==> src/rtl/hv_seq_pkg.sv <==
// Shared types for the hypervector bundle sequencer and its element kernel.
//   HV_ADDR_W      : word-address width of the hypervector memories
//   hvseq_state_t  : bundle sequencer FSM states
//   hvkern_state_t : element kernel handshake states
package hv_seq_pkg;

  localparam int HV_ADDR_W = 21;

  typedef enum logic [2:0] {
    S_IDLE,
    S_ISSUE,
    S_WAIT,
    S_CLEAR,
    S_DONE,
    S_ERROR
  } hvseq_state_t;

  // Element kernel: idle, computing one element, holding its done level.
  typedef enum logic [1:0] {
    K_IDLE,
    K_RUN,
    K_HOLD
  } hvkern_state_t;

endpackage

==> src/rtl/hv_seq_addr_gen.sv <==
// Element address generator for the bundle sequencer.
// Latches the three base addresses at the start of an operation, keeps the
// element index, and registers base + idx*ADDR_STRIDE for each operand.
//   clk, reset_n         : clock, async active-low reset
//   load                 : latch base_a/b/c and clear idx
//   issue                : register the current element addresses
//   advance              : step idx to the next element
//   base_a/b/c           : operand A/B and result base addresses
//   addr_a/b/c           : registered element addresses (held between issues)
//   last                 : idx is the final element
module hv_seq_addr_gen
  import hv_seq_pkg::*;
#(
  parameter int HYPERVECTOR_DIMENSIONS = 1000,
  parameter int ADDR_STRIDE            = 1
) (
  input  logic                 clk,
  input  logic                 reset_n,
  input  logic                 load,
  input  logic                 issue,
  input  logic                 advance,
  input  logic [HV_ADDR_W-1:0] base_a,
  input  logic [HV_ADDR_W-1:0] base_b,
  input  logic [HV_ADDR_W-1:0] base_c,
  output logic [HV_ADDR_W-1:0] addr_a,
  output logic [HV_ADDR_W-1:0] addr_b,
  output logic [HV_ADDR_W-1:0] addr_c,
  output logic                 last
);

  // A single-element vector still needs a one-bit index.
  localparam int IDX_W = (HYPERVECTOR_DIMENSIONS > 1) ? $clog2(HYPERVECTOR_DIMENSIONS) : 1;

  logic [IDX_W-1:0]     idx;
  logic [HV_ADDR_W-1:0] base_a_q;
  logic [HV_ADDR_W-1:0] base_b_q;
  logic [HV_ADDR_W-1:0] base_c_q;
  logic [HV_ADDR_W-1:0] offset;

  // Offset and sums wrap at the address width.
  assign offset = HV_ADDR_W'(idx) * HV_ADDR_W'(ADDR_STRIDE);
  assign last   = (idx == IDX_W'(HYPERVECTOR_DIMENSIONS - 1));

  always_ff @(posedge clk or negedge reset_n) begin
    if (!reset_n) begin
      idx      <= '0;
      base_a_q <= '0;
      base_b_q <= '0;
      base_c_q <= '0;
      addr_a   <= '0;
      addr_b   <= '0;
      addr_c   <= '0;
    end else begin
      if (load) begin
        base_a_q <= base_a;
        base_b_q <= base_b;
        base_c_q <= base_c;
        idx      <= '0;
      end else if (advance) begin
        idx <= idx + 1'b1;
      end
      if (issue) begin
        addr_a <= base_a_q + offset;
        addr_b <= base_b_q + offset;
        addr_c <= base_c_q + offset;
      end
    end
  end

endmodule

==> src/rtl/hv_bundle_sequencer.sv <==
// Hypervector bundle sequencer: walks HYPERVECTOR_DIMENSIONS elements through
// an external element kernel, one issue/wait/clear round per element, with a
// per-element timeout.
//   clk, reset_n              : clock, async active-low reset
//   start, abort              : begin a whole-vector bundle / cancel it
//   base_a/b/c                : operand A/B and result base addresses
//   busy, done, error         : in progress / completion pulse / sticky timeout
//   kern_valid                : one-cycle element issue to the kernel
//   kern_addr_a/b/c           : element addresses for the kernel
//   kern_done                 : kernel completion level (held until cleared)
//   kern_rst_n                : registered active-low kernel clear
//
// state   | meaning
// S_IDLE  | waiting for start; bases latched on accept
// S_ISSUE | present element addresses, pulse kern_valid, clear timer
// S_WAIT  | wait for kern_done, count timeout
// S_CLEAR | pulse kern_rst_n low, step to next element or finish
// S_DONE  | pulse done, drop busy
// S_ERROR | kernel timed out; error held until abort or reset
//
// Every output is a register loaded from the decode of the current state, so
// outputs appear one cycle after the state that produces them. Abort bypasses
// this and clears the outputs on the same edge that returns the FSM to idle.
module hv_bundle_sequencer
  import hv_seq_pkg::*;
#(
  parameter int HYPERVECTOR_DIMENSIONS = 1000,
  parameter int ADDR_STRIDE            = 1,
  parameter int TIMEOUT_CYCLES         = 32
) (
  input  logic                 clk,
  input  logic                 reset_n,
  input  logic                 start,
  input  logic                 abort,
  input  logic [HV_ADDR_W-1:0] base_a,
  input  logic [HV_ADDR_W-1:0] base_b,
  input  logic [HV_ADDR_W-1:0] base_c,
  output logic                 busy,
  output logic                 done,
  output logic                 error,
  output logic                 kern_valid,
  output logic [HV_ADDR_W-1:0] kern_addr_a,
  output logic [HV_ADDR_W-1:0] kern_addr_b,
  output logic [HV_ADDR_W-1:0] kern_addr_c,
  input  logic                 kern_done,
  output logic                 kern_rst_n
);

  localparam int TW = $clog2(TIMEOUT_CYCLES);
  // Timer value on the wait cycle whose increment reaches TIMEOUT_CYCLES-1.
  localparam logic [TW-1:0] TIMER_LAST = TW'(TIMEOUT_CYCLES - 2);

  hvseq_state_t  state, state_d;
  logic [TW-1:0] timer, timer_d;
  logic          busy_d, done_d, error_d, kern_valid_d, kern_rst_n_d;
  logic          accept, issue, advance, last;

  hv_seq_addr_gen #(
    .HYPERVECTOR_DIMENSIONS(HYPERVECTOR_DIMENSIONS),
    .ADDR_STRIDE           (ADDR_STRIDE)
  ) u_addr_gen (
    .clk    (clk),
    .reset_n(reset_n),
    .load   (accept),
    .issue  (issue),
    .advance(advance),
    .base_a (base_a),
    .base_b (base_b),
    .base_c (base_c),
    .addr_a (kern_addr_a),
    .addr_b (kern_addr_b),
    .addr_c (kern_addr_c),
    .last   (last)
  );

  always_ff @(posedge clk or negedge reset_n) begin
    if (!reset_n) begin
      state      <= S_IDLE;
      timer      <= '0;
      busy       <= 1'b0;
      done       <= 1'b0;
      error      <= 1'b0;
      kern_valid <= 1'b0;
      kern_rst_n <= 1'b0;
    end else begin
      state      <= state_d;
      timer      <= timer_d;
      busy       <= busy_d;
      done       <= done_d;
      error      <= error_d;
      kern_valid <= kern_valid_d;
      kern_rst_n <= kern_rst_n_d;
    end
  end

  always_comb begin
    state_d      = state;
    timer_d      = timer;
    busy_d       = busy;
    done_d       = 1'b0;
    error_d      = error;
    kern_valid_d = 1'b0;
    kern_rst_n_d = 1'b1;
    accept       = 1'b0;
    issue        = 1'b0;
    advance      = 1'b0;

    // Abort outranks everything, including a kern_done in the same cycle.
    if (abort && (state != S_IDLE)) begin
      state_d      = S_IDLE;
      timer_d      = '0;
      busy_d       = 1'b0;
      error_d      = 1'b0;
      kern_rst_n_d = 1'b0;
    end else begin
      case (state)
        S_IDLE: begin
          if (start && !abort) begin
            accept  = 1'b1;
            busy_d  = 1'b1;
            state_d = S_ISSUE;
          end
        end
        S_ISSUE: begin
          issue        = 1'b1;
          kern_valid_d = 1'b1;
          timer_d      = '0;
          state_d      = S_WAIT;
        end
        S_WAIT: begin
          if (kern_done) begin
            state_d = S_CLEAR;
          end else begin
            timer_d = timer + 1'b1;
            if (timer == TIMER_LAST) state_d = S_ERROR;
          end
        end
        S_CLEAR: begin
          kern_rst_n_d = 1'b0;
          if (last) begin
            state_d = S_DONE;
          end else begin
            advance = 1'b1;
            state_d = S_ISSUE;
          end
        end
        S_DONE: begin
          done_d  = 1'b1;
          busy_d  = 1'b0;
          state_d = S_IDLE;
        end
        S_ERROR: begin
          busy_d       = 1'b0;
          error_d      = 1'b1;
          // error is still low only on the first error cycle: one clear pulse.
          kern_rst_n_d = error;
        end
        default: begin
          state_d = S_IDLE;
        end
      endcase
    end
  end

endmodule

==> config.mk <==
export PLATFORM = sky130hd
export DESIGN_NAME = hv_bundle_sequencer
export DESIGN_NICKNAME = d
export VERILOG_FILES = /design/src/rtl/hv_seq_pkg.sv /design/src/rtl/hv_seq_addr_gen.sv /design/src/rtl/hv_bundle_sequencer.sv
export SDC_FILE = /design/constraint.sdc
export NUM_CORES = 1
export LEC_CHECK = 0
export CAP_MARGIN = 0
export CORE_ASPECT_RATIO = 1.75
export CORE_MARGIN = 2
export CORE_UTILIZATION = 48
export DETAILED_ROUTE_END_ITERATION = 8
export PLACE_DENSITY = 0.77
export SLEW_MARGIN = 40
export SYNTH_ARGS = -nofsm -noshare
export SYNTH_HDL_FRONTEND = slang
export SYNTH_SLANG_ARGS = --single-unit
==> constraint.sdc <==
create_clock -name clk -period 2.2 [get_ports clk]
set_input_delay 0.44 -clock clk [delete_from_list [all_inputs] [get_ports clk]]
set_output_delay 0.44 -clock clk [all_outputs]
set_load 0.005 [all_outputs]
Word-level counts from Yosys, hierarchy flattened

Cells that the tools add are included.

Bits in registers: 149
Input port bits: 68
Output and inout bits: 68
Logic and storage cells: 71

$add $sub $neg: 5
Eq/ne operators: 11
Mux-type cells: 28
Reduce and logical (&&, ||, !) cells: 13

Operators by type and width:

| cell                    | number |
|---|---|
| $add A21 B10 Y21        | 3 |
| $mux W10                | 2 |
| $mux W1                 | 15 |
| $mux W3                 | 5 |
| $pmux W3 S5             | 1 |
| $add A10 B1 Y10 const B | 1 |
| $eq A10 B10 Y1 const B  | 1 |
| $mux W5                 | 2 |
| $pmux W5 S2             | 1 |
| $reduce_bool A3 Y1      | 3 |
| $eq A3 B2 Y1 const B    | 2 |
| $eq A3 B3 Y1 const B    | 2 |
| $ne A3 B3 Y1 const B    | 2 |
| $add A5 B1 Y5 const B   | 1 |
| $eq A5 B5 Y1 const B    | 1 |
| $ne A4 B4 Y1 const B    | 1 |
| $pmux W1 S2             | 2 |
| $reduce_and A2 Y1       | 2 |
| $reduce_bool A2 Y1      | 2 |
| $eq A3 B1 Y1 const B    | 1 |
| $logic_not A3 Y1        | 1 |
| $reduce_and A3 Y1       | 1 |
| $logic_and A1 B1 Y1     | 2 |
| $ne A2 B2 Y1 const B    | 1 |
| other kinds (2)         | 2 |

Logic depth before layout (Yosys ltp)

Depth in word-level cells: 6
Mapped depth: 8
Mapped depth without buffers: 8

Modules after synthesis

From an unflattened synthesis, not the netlist that was laid out.

Cell total of the unflattened synthesis: 685
Area total of the unflattened synthesis: 7696.1 um^2

Modules (own cells, without submodules):

| module              | times used | cells each | area each (um^2) | seq. area each (um^2) |
|---|---|---|---|---|
| hv_seq_addr_gen     | 1          | 608        | 6949.2           | 3403.3 |
| hv_bundle_sequencer | 1          | 77         | 747.0            | 325.3 |

Worst setup path before layout

No wires, ideal clock.

Path kind: register to register
Start: reg u_addr_gen.idx[0]
End: reg u_addr_gen.addr_a[20]
Setup time: 0.131 ns
Arrival time: 2.131 ns
Required time: 2.069 ns
Path slack: -0.062 ns
Stages on the path, launching flop included: 9
Buffers on the path: 0
Period minus slack after synthesis: 2.262 ns
Path through: dfrtp_1 -> ha_1 -> fa_1 -> a211oi_2 -> o211ai_2 -> a41oi_2 -> nor3b_2 -> xnor2_1 -> o21ai_1

Word-level cells in the longest chain between the ends: 1

RTL lines:

| element                  | line                  | source |
|---|---|---|
| start: declaration       | hv_seq_addr_gen.sv:34 | `logic [IDX_W-1:0] idx;` |
| start signal: assignment | hv_seq_addr_gen.sv:60 | `idx <= idx + 1'b1;` |
| $add A21 B10 Y21         | hv_seq_addr_gen.sv:63 | `addr_a <= base_a_q + offset;` |
| end signal: assignment   | hv_seq_addr_gen.sv:63 |  |
| end: declaration         | hv_seq_addr_gen.sv:25 | `output logic [HV_ADDR_W-1:0] addr_a,` |

No other way between the ends.
A chain may end at the register's enable or synchronous reset.

Final worst setup path

Start: reg u_addr_gen.idx[4]
End: reg u_addr_gen.addr_b[12]

Word-level cells in the longest chain between the ends: 1

RTL lines:

| element                | line                  | source |
|---|---|---|
| $add A21 B10 Y21       | hv_seq_addr_gen.sv:64 | `addr_b <= base_b_q + offset;` |
| end signal: assignment | hv_seq_addr_gen.sv:64 |  |
| end: declaration       | hv_seq_addr_gen.sv:26 | `output logic [HV_ADDR_W-1:0] addr_b,` |

No other way between the ends.

==> results.env <==
NUMBER_OF_FLOPS_MAPPED_TO_ENABLE_CELLS_BY_YOSYS=0
GRT_START_MAX_NET_PINS=60
CELLINTERNALPOWER_mW=7.59
SYNTH-SIMPLE-AREA-SHARE_PCT=22.2
NET_COUNT_AFTER_SYNTHESIS=963
CTS_BUFFERS=17
MUXSHAREOFSYNTHAREA_PCT=0.451
FINALHOLDWORSTSLACK_NS=0.484
CRITPATHKIND='flip-flop to flip-flop'
CLOCK_TREE_FROM_TRITONCTS='done'
CHIPWIDTH_UM=100
HOLD_VIOL_FINAL=0
DIEAREA_UM2=17300
RELATIVE_MAX_TRANSITION_MARGIN_PCT=63.3
MAX_FREQ_GHz=0.451
VIASPERCELL=5.35
TOTAL_LEAKAGE_POWER_nW=4.85
NUMBER_OF_ANTENNA_VIOLATIONS_AT_THE_FIRST_CHECK_IN_GLOBAL_ROUTING=0
PWR-SHARE-CLK_PCT=26.4
DRTANTENNAVIOLNETS=0
SYNTH_TOP_FAMILY_BY_AREA='simple AND/OR/NAND/NOR gates'
WORST_PATH_CELL_TRACE='ha_1 > a211oi_2 > buf_4 > o221ai_2 > a21o_1 > nand2_1 > mux2_4 > o31ai_4'
WORST_R2R_PATH_DEPTH=8
MIN_FROM='u_addr_gen.addr_b[6]'
CLK_TRANSITION_REPORTED_PATHS_NS=0.06
FIN_CRIT_NS=2.22
POWER.NET_SWITCHING_mW=3.73
GRT_OVERFLOW=0
SYNTH-COMPOUND-AREA-SHARE_PCT=14.6
MEAN_INSTANCE_SIZE_IN_THE_SYNTHESIZED_NETLIST_UM2=9.05
POST_SYNTH_XOR_AREA_FRACTION_PCT=6.42
AREA_OVERHEAD_VS_SYNTH_PCT=33.5
VIOLATIONS='setup timing'
ROUTE.DETAILED.DRC=0
CELLPOWERDENSITY_nW_PER_UM2=1090
CTS_BUFFER_DEPTH=2
DIE_Y_UM=172
HOLD_PATH_CLASS='flip-flop to flip-flop'
ROUTE.FINAL.WIRE_LENGTH_MM=19.6
MAXCAPVIOLCOUNT=0
RSZ0062_AT_GRT='true'
DETAILROUTE.VIA_COUNT=6545
TOP_LEVEL_PORTS=136
TRITONCTS_NUM_SINKS=149
SYNTH-MAIN-FF-CELL='sky130_fd_sc_hd__dfrtp_1'
PLACE_CONGESTION=0.892
WORST-ENDPOINT-ARRIVAL_NS=2.56
TIMING.CRITICAL_PATH.FROM_TYPE='flip-flop'
WIRE_PER_INST_UM=16.0
DRV_SLEW=0
GLOBAL_ROUTE_WIRE_LENGTH_BEFORE_REPAIR_MM=31.2
SYNTH_CELL_TYPES=66
WORSTSKEWPAIRLATENCY_NS=0.43
PWR-SHARE-COMB_PCT=32.8
SYNTH_FA_HA_AREA_SHARE_PCT=6.08
SYN-CELL-AREA_UM2=7770
FLOORPLAN.ROWS=61
PLACE.DETAILED.HPWL_MM=14.2
FINAL_NET_COUNT=1125
WORST_HOLD_PATH.NUM_CELLS=2
MULTI_INPUT_COMB_AREA_UM2=4000
FRACTION_OF_POWER_CONSUMED_BY_SEQUENTIAL_LOGIC_PCT=40.8
FIN_TOTAL_PWR_mW=11.3
TIMING.RR.START='u_addr_gen.idx[4]'
DESIGN.CORE.AREA_UM2=15900
DETAILEDROUTE.FIRSTITERATIONVIOLATIONS=219
YS_FF_LATCH=149
H-TREE-DEPTH=4
CTS_ROOT_BUF='sky130_fd_sc_hd__clkbuf_16'
SW_FRAC_OF_TOTAL_PCT=33.0
CP_MAX_FO=3
WORST_PATH_MAX_DELAY_CELL='sky130_fd_sc_hd__dfrtp_1'
LAYOUT_WORST_PATH_CYCLE_SHARE_PCT=101
POWER.IR.VDD_WORST_mV=0.462
TIMING.FINAL.WS_SETUP_NS=-0.0169
FIN_SKEW_NS=0.00969
GRT_PASS1_VIAS=6494
WORST_SLEW_PIN_SLEW_NS=0.550
WORSTSETUPENDPOINTTYPE='flip-flop'
INITIAL_CORE_UTIL_PCT=49.0
SYN-INSTANCE-COUNT=859
CP-STARTPOINT='u_addr_gen.idx[4]'
SEQ_AREA_FRAC_SYNTH_PCT=48.0
GR-USAGE-ALL-LAYERS_PCT=23.1
SYNTHARSTFLOPSHARE_PCT=100
NUM_ANTENNA_CELLS=0
CP_SLOWEST_STAGE_DELAY_NS=0.44
POST_ROUTE_CELLS_DRIVE_ABOVE_1_SHARE_PCT=11.7
FINALSETUPVIOLATIONS=1
OUTCOME='finished with violations'
FIRST_PASS_ITERS=4
SYNTH.YOSYS.WARNINGS=0
SEQCELLAREA_UM2=3730
NUM-FILL-CELLS=1278
CRITICAL_PATH_REQUIRED_NS=2.54
PLACE.PORT_BUFFERS=135
[timing repair]
action | CTS | global route
pin swaps | 4 | 1
endpoints found under the setup margin | 18 | 28
hold buffers | 1 | 0
gates resized for setup | 9 | 20
hold endpoints to repair | 18 | 0
setup buffers | 1 | 3
[power by group through the flow]
| stage | clock network, mW | registers [mW] | logic, mW |
|---|---|---|---|
| 2_1_floorplan | 0 | 4.44 | 1.74 |
| 3_3_place_gp | 0 | 4.62 | 3.56 |
| 5_1_grt | 3.12 | 4.74 | 4.14 |
| 4_1_cts | 3.01 | 4.61 | 3.70 |
| 6_report | 2.98 | 4.62 | 3.72 |
| 3_5_place_dp | 0 | 4.65 | 3.66 |
[metal layers]
layer,vias to the layer above,part of all wire [%],global-route usage (%),wire length [um]
li1,3237,-,-,-
met4,0,3.5,11.8,683
met1,3114,39,26.0,7690
met2,151,54,41.8,10600
met5,-,0,0,0
met3,43,3.3,3.56,649
[cell families after synthesis]
kind of cell	after synthesis
adders and majority gates	36
DFF	149
and+or+nand+nor	410
AOI/OAI and AO/OA	164
buffers and inverters	40
xor gates and xnor gates	57
muxes	3
[state kept, by name, indices dropped and copies added, names as in the netlist]
signal / cells
busy: 1
done: 1
error: 1
kern_rst_n: 1
kern_valid: 1
state: 3
timer: 5
u_addr_gen.addr_a: 21
u_addr_gen.addr_b: 21
u_addr_gen.addr_c: 21
u_addr_gen.base_a_q: 21
u_addr_gen.base_b_q: 21
u_addr_gen.base_c_q: 21
u_addr_gen.idx: 10
[cell usage in the layout (no fill, tap or decap), types with 7 or more instances in the layout]
cell type,n
sky130_fd_sc_hd__nor2_1,38
sky130_fd_sc_hd__buf_12,8
sky130_fd_sc_hd__o31ai_1,7
sky130_fd_sc_hd__nand3_1,14
sky130_fd_sc_hd__clkdlybuf4s50_1,134
sky130_fd_sc_hd__o21ai_0,38
sky130_fd_sc_hd__a21o_1,12
sky130_fd_sc_hd__ha_1,25
sky130_fd_sc_hd__xor2_1,30
sky130_fd_sc_hd__o21ai_1,34
sky130_fd_sc_hd__xnor2_1,27
sky130_fd_sc_hd__a211oi_1,9
sky130_fd_sc_hd__clkbuf_16,17
sky130_fd_sc_hd__buf_4,30
sky130_fd_sc_hd__and3_1,16
sky130_fd_sc_hd__dfrtp_1,146
sky130_fd_sc_hd__nand2_1,302
sky130_fd_sc_hd__a21oi_1,20
[final cells by class]
class / count / share of cell area (%)
inverter: 6 / 0.217
timing repair buffer: 177 / 17.2
multi-input combinational: 670 / 38.5
clock inverter: 14 / 1.62
tap: 189 / 2.28
clock buffer: 18 / 4.23
sequential: 149 / 36.0
[critical path, delay by kind of cell (launching register included)]
kind	cells	cell delay [ns]
flops	1	0.44
fa+ha+maj	1	0.36
simple gates	1	0.08
compound gates	4	0.77
mux	1	0.31
buf+inv	1	0.17
[synth_stat cells, types with 2 or more instances]
cell type | n | share of area [%]
sky130_fd_sc_hd__nand3b_1 | 3 | 0.29
sky130_fd_sc_hd__a21boi_1 | 3 | 0.29
sky130_fd_sc_hd__nor3b_2 | 2 | 0.32
sky130_fd_sc_hd__a211oi_1 | 9 | 0.87
sky130_fd_sc_hd__o21ai_1 | 32 | 2.1
sky130_fd_sc_hd__a21o_1 | 12 | 1.2
sky130_fd_sc_hd__nand3_1 | 15 | 0.97
sky130_fd_sc_hd__ha_1 | 33 | 5.3
sky130_fd_sc_hd__nor3b_1 | 3 | 0.29
sky130_fd_sc_hd__dfrtp_1 | 149 | 48
sky130_fd_sc_hd__xnor2_1 | 27 | 3.0
sky130_fd_sc_hd__a41oi_2 | 2 | 0.42
sky130_fd_sc_hd__a211oi_2 | 4 | 0.64
sky130_fd_sc_hd__o21bai_1 | 3 | 0.29
sky130_fd_sc_hd__xor2_1 | 30 | 3.4
sky130_fd_sc_hd__nor2_1 | 39 | 1.9
sky130_fd_sc_hd__nor2b_1 | 3 | 0.24
sky130_fd_sc_hd__a21oi_1 | 22 | 1.4
sky130_fd_sc_hd__clkbuf_1 | 25 | 1.2
sky130_fd_sc_hd__fa_1 | 3 | 0.77
sky130_fd_sc_hd__clkbuf_8 | 2 | 0.35
sky130_fd_sc_hd__and3_1 | 17 | 1.4
sky130_fd_sc_hd__mux2i_1 | 2 | 0.26
sky130_fd_sc_hd__buf_2 | 5 | 0.32
sky130_fd_sc_hd__nand2b_1 | 3 | 0.24
sky130_fd_sc_hd__nand2_1 | 303 | 15
sky130_fd_sc_hd__o21a_1 | 3 | 0.29
sky130_fd_sc_hd__inv_1 | 6 | 0.29
sky130_fd_sc_hd__nor3_1 | 5 | 0.32
sky130_fd_sc_hd__nand4_1 | 6 | 0.48
sky130_fd_sc_hd__o211ai_2 | 3 | 0.48
sky130_fd_sc_hd__and2_1 | 2 | 0.16
sky130_fd_sc_hd__o31ai_1 | 9 | 0.87
sky130_fd_sc_hd__buf_1 | 2 | 0.097
sky130_fd_sc_hd__o21ai_0 | 41 | 2.6
[per-stage QoR]
stage	area, um2	instances	util [%]	TNS (ns)	worst slack [ns]
after floorplan	7780	859	-	0	0.00950
after global placement	9610	1186	60.5	-0.00457	-0.00457
after detailed placement	9610	1186	60.5	-0.111	-0.0372
after CTS	10300	1220	64.7	0	0.00340
after global routing	10400	1223	65.4	-0.531	-0.0800
final	10400	1223	65.4	-0.0169	-0.0169
[path summary, 6_finish.rpt]
check | endpoint | slack (ns)
max reg2reg | u_addr_gen.addr_b[12] | -0.02
max in group asynchronous | u_addr_gen.addr_b[16] | 0.97
min in group asynchronous | kern_rst_n | 0.52
min reg2reg | u_addr_gen.addr_b[6] | 0.48
min | u_addr_gen.addr_b[6] | 0.48
max | u_addr_gen.addr_b[12] | -0.02
Note: power is estimated with default switching activity, not from simulation.
